===== src/rtl/csd2bin_serial.sv =====
// Digit-serial CSD-to-two's-complement converter with valid/ready handshakes.
// Resolves one signed digit per clock, LSB first, using a single-bit borrow.
module csd2bin_serial #(
  parameter int W = 4
) (
  input  logic             clk,
  input  logic             rst_n,
  input  logic             in_valid,
  output logic             in_ready,
  input  logic [2*W-1:0]   x,
  output logic             out_valid,
  input  logic             out_ready,
  output logic [W-1:0]     y,
  output logic             err_digit,
  output logic             ovf
);

  localparam int CW = (W > 1) ? $clog2(W) : 1;
  localparam logic [CW-1:0] LAST = CW'(W - 1);

  typedef enum logic [1:0] {IDLE, CONV, DONE} state_t;

  state_t         state, state_nx;
  logic [2*W-1:0] sr;
  logic [CW-1:0]  cnt;
  logic           borrow;
  logic           err_acc;

  logic           dig_bad;
  logic           dig_p;
  logic           dig_n;
  logic           res_bit;
  logic           borrow_nx;
  logic           accept;
  logic           last_dig;

  // An illegal 11 digit is folded to zero before entering the borrow chain.
  always_comb begin
    dig_bad   = sr[1] & sr[0];
    dig_p     = sr[1] & ~dig_bad;
    dig_n     = sr[0] & ~dig_bad;
    res_bit   = dig_p ^ dig_n ^ borrow;
    borrow_nx = ~dig_p & (dig_n | borrow);
  end

  assign in_ready  = (state == IDLE);
  assign out_valid = (state == DONE);
  assign accept    = in_valid && (state == IDLE);
  assign last_dig  = (cnt == LAST);

  always_ff @(posedge clk or negedge rst_n) begin
    if (!rst_n) state <= IDLE;
    else        state <= state_nx;
  end

  always_comb begin
    state_nx = state;
    unique case (state)
      IDLE:    if (in_valid) state_nx = CONV;
      CONV:    if (last_dig) state_nx = DONE;
      DONE:    if (out_ready) state_nx = IDLE;
      default: state_nx = IDLE;
    endcase
  end

  always_ff @(posedge clk or negedge rst_n) begin
    if (!rst_n) begin
      sr        <= '0;
      cnt       <= '0;
      borrow    <= 1'b0;
      err_acc   <= 1'b0;
      y         <= '0;
      err_digit <= 1'b0;
      ovf       <= 1'b0;
    end else if (accept) begin
      sr        <= x;
      cnt       <= '0;
      borrow    <= 1'b0;
      err_acc   <= 1'b0;
      y         <= '0;
      err_digit <= 1'b0;
      ovf       <= 1'b0;
    end else if (state == CONV) begin
      sr      <= {2'b00, sr[2*W-1:2]};
      y       <= {res_bit, y[W-1:1]};
      borrow  <= borrow_nx;
      err_acc <= err_acc | dig_bad;
      if (last_dig) begin
        // Final borrow is the true sign; disagreement with the MSB means overflow.
        ovf       <= borrow_nx ^ res_bit;
        err_digit <= err_acc | dig_bad;
      end else begin
        cnt <= cnt + CW'(1);
      end
    end
  end

endmodule

===== config.mk =====
export PLATFORM = sky130hd
export DESIGN_NAME = csd2bin_serial
export DESIGN_NICKNAME = d
export VERILOG_FILES = /design/src/rtl/csd2bin_serial.sv
export SDC_FILE = /design/constraint.sdc
export NUM_CORES = 1
export LEC_CHECK = 0
export BUFFER_PORTS_ARGS = -buffer_cell sky130_fd_sc_hd__buf_2
export CAP_MARGIN = 30
export CORE_MARGIN = 4
export CORE_UTILIZATION = 40
export DETAILED_ROUTE_END_ITERATION = 16
export PLACE_DENSITY = 0.58
export SKIP_CTS_REPAIR_TIMING = 1
export SYNTH_ARGS = -nofsm -noshare
export SYNTH_HDL_FRONTEND = slang
export SYNTH_SLANG_ARGS = --single-unit

===== constraint.sdc =====
create_clock -name clk -period 1.7 [get_ports clk]
set_input_delay 0 -clock clk [delete_from_list [all_inputs] [get_ports clk]]
set_output_delay 0 -clock clk [all_outputs]
set_load 0.005 [all_outputs]

==> flow_metrics.env <==
export IMPL_rr_startpoint="sr[0]"
export IMPL_slowest_delay_ns=0.57
export IMPL_hpwl_microns=1440
export IMPL_cp_max_fo=4
export IMPL_cts_root_buffer="clkbuf_4"
export IMPL_holdPathEnd="sr[4]"
export IMPL_crit_slowest_cell="fa_1"
export IMPL_clk_latency_ns=0.30
export IMPL_cts_buffers=3
export IMPL_cp_required_ns=1.90
export IMPL_cp_arrival_ns=1.77
export IMPL_setup_viol=0
export IMPL_die_h_microns=57.9
export IMPL_final_cell_mix="dfrtp_1 (20), buf_2 (19), o21ai_0 (12)"
export IMPL_min_period_over_period_pct=92.0
export IMPL_synth_cells=94
export IMPL_core_area_sq_um=2300
export IMPL_syn_nets=109
export IMPL_fmax_ghz=0.639
export IMPL_hp_start="x[4]"
export IMPL_holdCritPathClass="primary input to register"
export IMPL_drtIter0Drc=9
export IMPL_clk_pin_slew_ns=0.11
export IMPL_grt_pass1_vias=709
export IMPL_yosysTopAreaCell="dfrtp_1"
export IMPL_hold_ws_ns=-0.00591
export IMPL_core_rowCount=17
export IMPL_fin_util_pct=51.5
export IMPL_start_kind="register"
export IMPL_dieWidth_microns=57.9
export IMPL_whs_path_depth=3
export IMPL_tightest_slew_ns=0.445
export IMPL_area_delta_synth_final_pct=18.7
export IMPL_rsz0062_at_grt="false"
export IMPL_first_pass_iters=3
export IMPL_period_needed_ns=1.56
export IMPL_start_util_pct=43.4
export IMPL_antenna_found_initial=0
export IMPL_maxCapViolCount=0
export IMPL_synth_area_leaders="dfrtp_1 (50%), a22o_1 (7.9%), a22oi_1 (6.8%)"
export IMPL_clock_sinks=20
export IMPL_cellLeakagePower_nw=0.584
export IMPL_r2r_end="ovf"
export IMPL_grt_max_degree=21
export IMPL_grt_pass1_wl_microns=3170
export IMPL_htreeDepth=1
export IMPL_ys_ff_latch=20
export IMPL_status="finished, violations left"
export IMPL_routabilityCongestion=0.751
export IMPL_finalClockSkew_ns=0.00455
export IMPL_r2r_setup_slack_ns=0.14
export IMPL_power_density_nw_per_um2=1690
export IMPL_relSlewSlack_pct=70.3
export IMPL_ys_seq_area_share_pct=50.3
export IMPL_crit_type="register to register"
export IMPL_ir_drop_mv=0.706
export IMPL_fin_nets=134
export IMPL_antennaDiodeCount=0
export IMPL_vias_per_cell=5.17
export IMPL_vias=755
export IMPL_avgRoutedWirePerCell_microns=13.3
export IMPL_route_detailed_drc=0
export IMPL_syn_area_sq_um=996
export IMPL_cts_path_max_buffers=2
export IMPL_synth_warnings=0
export IMPL_grtUsageTotal_pct=12.1
export IMPL_hold_violations=2
export IMPL_endpoint_kind="register"
export IMPL_reg2regPathDepth=5
export IMPL_synth_area_per_cell_sq_um=10.6
export IMPL_violations="negative hold slack"
export IMPL_cts_tree="done"
export IMPL_port_buffers=19
export IMPL_grt_overflow=0
export IMPL_postRouteAntennaNets=0
export IMPL_fin_tns_setup_ns=0
export IMPL_drt_total_wl_microns=1940
export IMPL_final_common_cell="dfrtp_1"
export IMPL_synth_top_area_share_pct=50.3
export IMPL_layout_drive_gt1_share_pct=23.7
export IMPL_crit_chain="inv_1 > fa_1 > xor2_1 > o22ai_1 > a22o_1"
export IMPL_dieArea_sq_um=3350
export IMPL_ioPinCount=20
export IMPL_drv_slew=0
export IMPL_synth_distinct_cells=21
layout make-up:
class                      instances  area [sq um]
timing repair buffer              26           158
inverter                           8          30.0
clock buffer                       4          36.3
sequential                        20           500
tap                               28          35.0
fill                             220          1110
multi-input combinational         60           423
logic make-up after synthesis:
family,share of synthesized area [%]
AO/OA/AOI/OAI,27.0
adder cells (fa/ha/maj),4.52
XOR/XNOR,0.880
buffers and inverters,7.29
multiplexers,1.13
AND/OR/NAND/NOR,8.92
flip-flops,50.3
flip-flops by register name (all words and copies together), names as in the netlist:
register / cells
cnt: 2
state: 2
err_acc: 1
ovf: 1
err_digit: 1
sr: 8
y: 4
borrow: 1
power breakdown:
group	total, mW	switching, mW	internal (mW)
Sequential	0.855	0.184	0.672
Combinational	0.872	0.410	0.462
Clock	0.272	0.141	0.131
worst max-delay path by stage:
stage          start  depth (start not counted)  endpoint  slack [ns]
2_1_floorplan  sr[0]                          5       ovf        0.22
3_3_place_gp   sr[0]                          5       ovf        0.18
3_5_place_dp   sr[0]                          5       ovf        0.14
4_1_cts        sr[0]                          5       ovf        0.14
5_1_grt        sr[0]                          5       ovf        0.08
6_report       sr[0]                          5       ovf        0.14
cells in the mapped netlist:
master and n:
buf_2 4, and2b_1 2, a22oi_1 9, o21ai_0 12, dfrtp_1 20, a2bb2oi_1 3, buf_6 2, ha_1 2
nand2b_1 2, nor2b_1 2, mux2_2 1, o22ai_1 2, nor2_1 3, xor2_1 1, a22o_1 9, o21bai_4 1
nand2_1 8, nand3b_1 1, a21oi_1 1, fa_1 1, inv_1 8
metrics by stage:
stage | cell area, sq um | setup WS (ns) | total power, mW | cells
finish | 1180 | 0.136 | 2.00 | 146
global route | 1180 | 0.0764 | 2.17 | 146
floorplan | 996 | 0.215 | 1.54 | 94
CTS | 1140 | 0.135 | 2.03 | 142
detailed placement | 1110 | 0.145 | 1.75 | 138
global placement | 1110 | 0.176 | 1.73 | 138
worst max-delay path: cells and delay by family (launching register included):
kind,cells,cell delay (ns)
AOI/OAI and AO/OA,2,0.26
xor gates and xnor gates,1,0.16
adders and majority gates,1,0.57
buffers and inverters,1,0.07
DFF,1,0.40
layer usage:
metal	GRT usage [%]	up-vias	wire length, microns
li1	-	379	-
met5	0	-	0
met1	15.1	359	929
met2	19.5	15	896
met4	3.97	0	11
met3	4.01	2	103
Power figures use the tool's default switching activity.
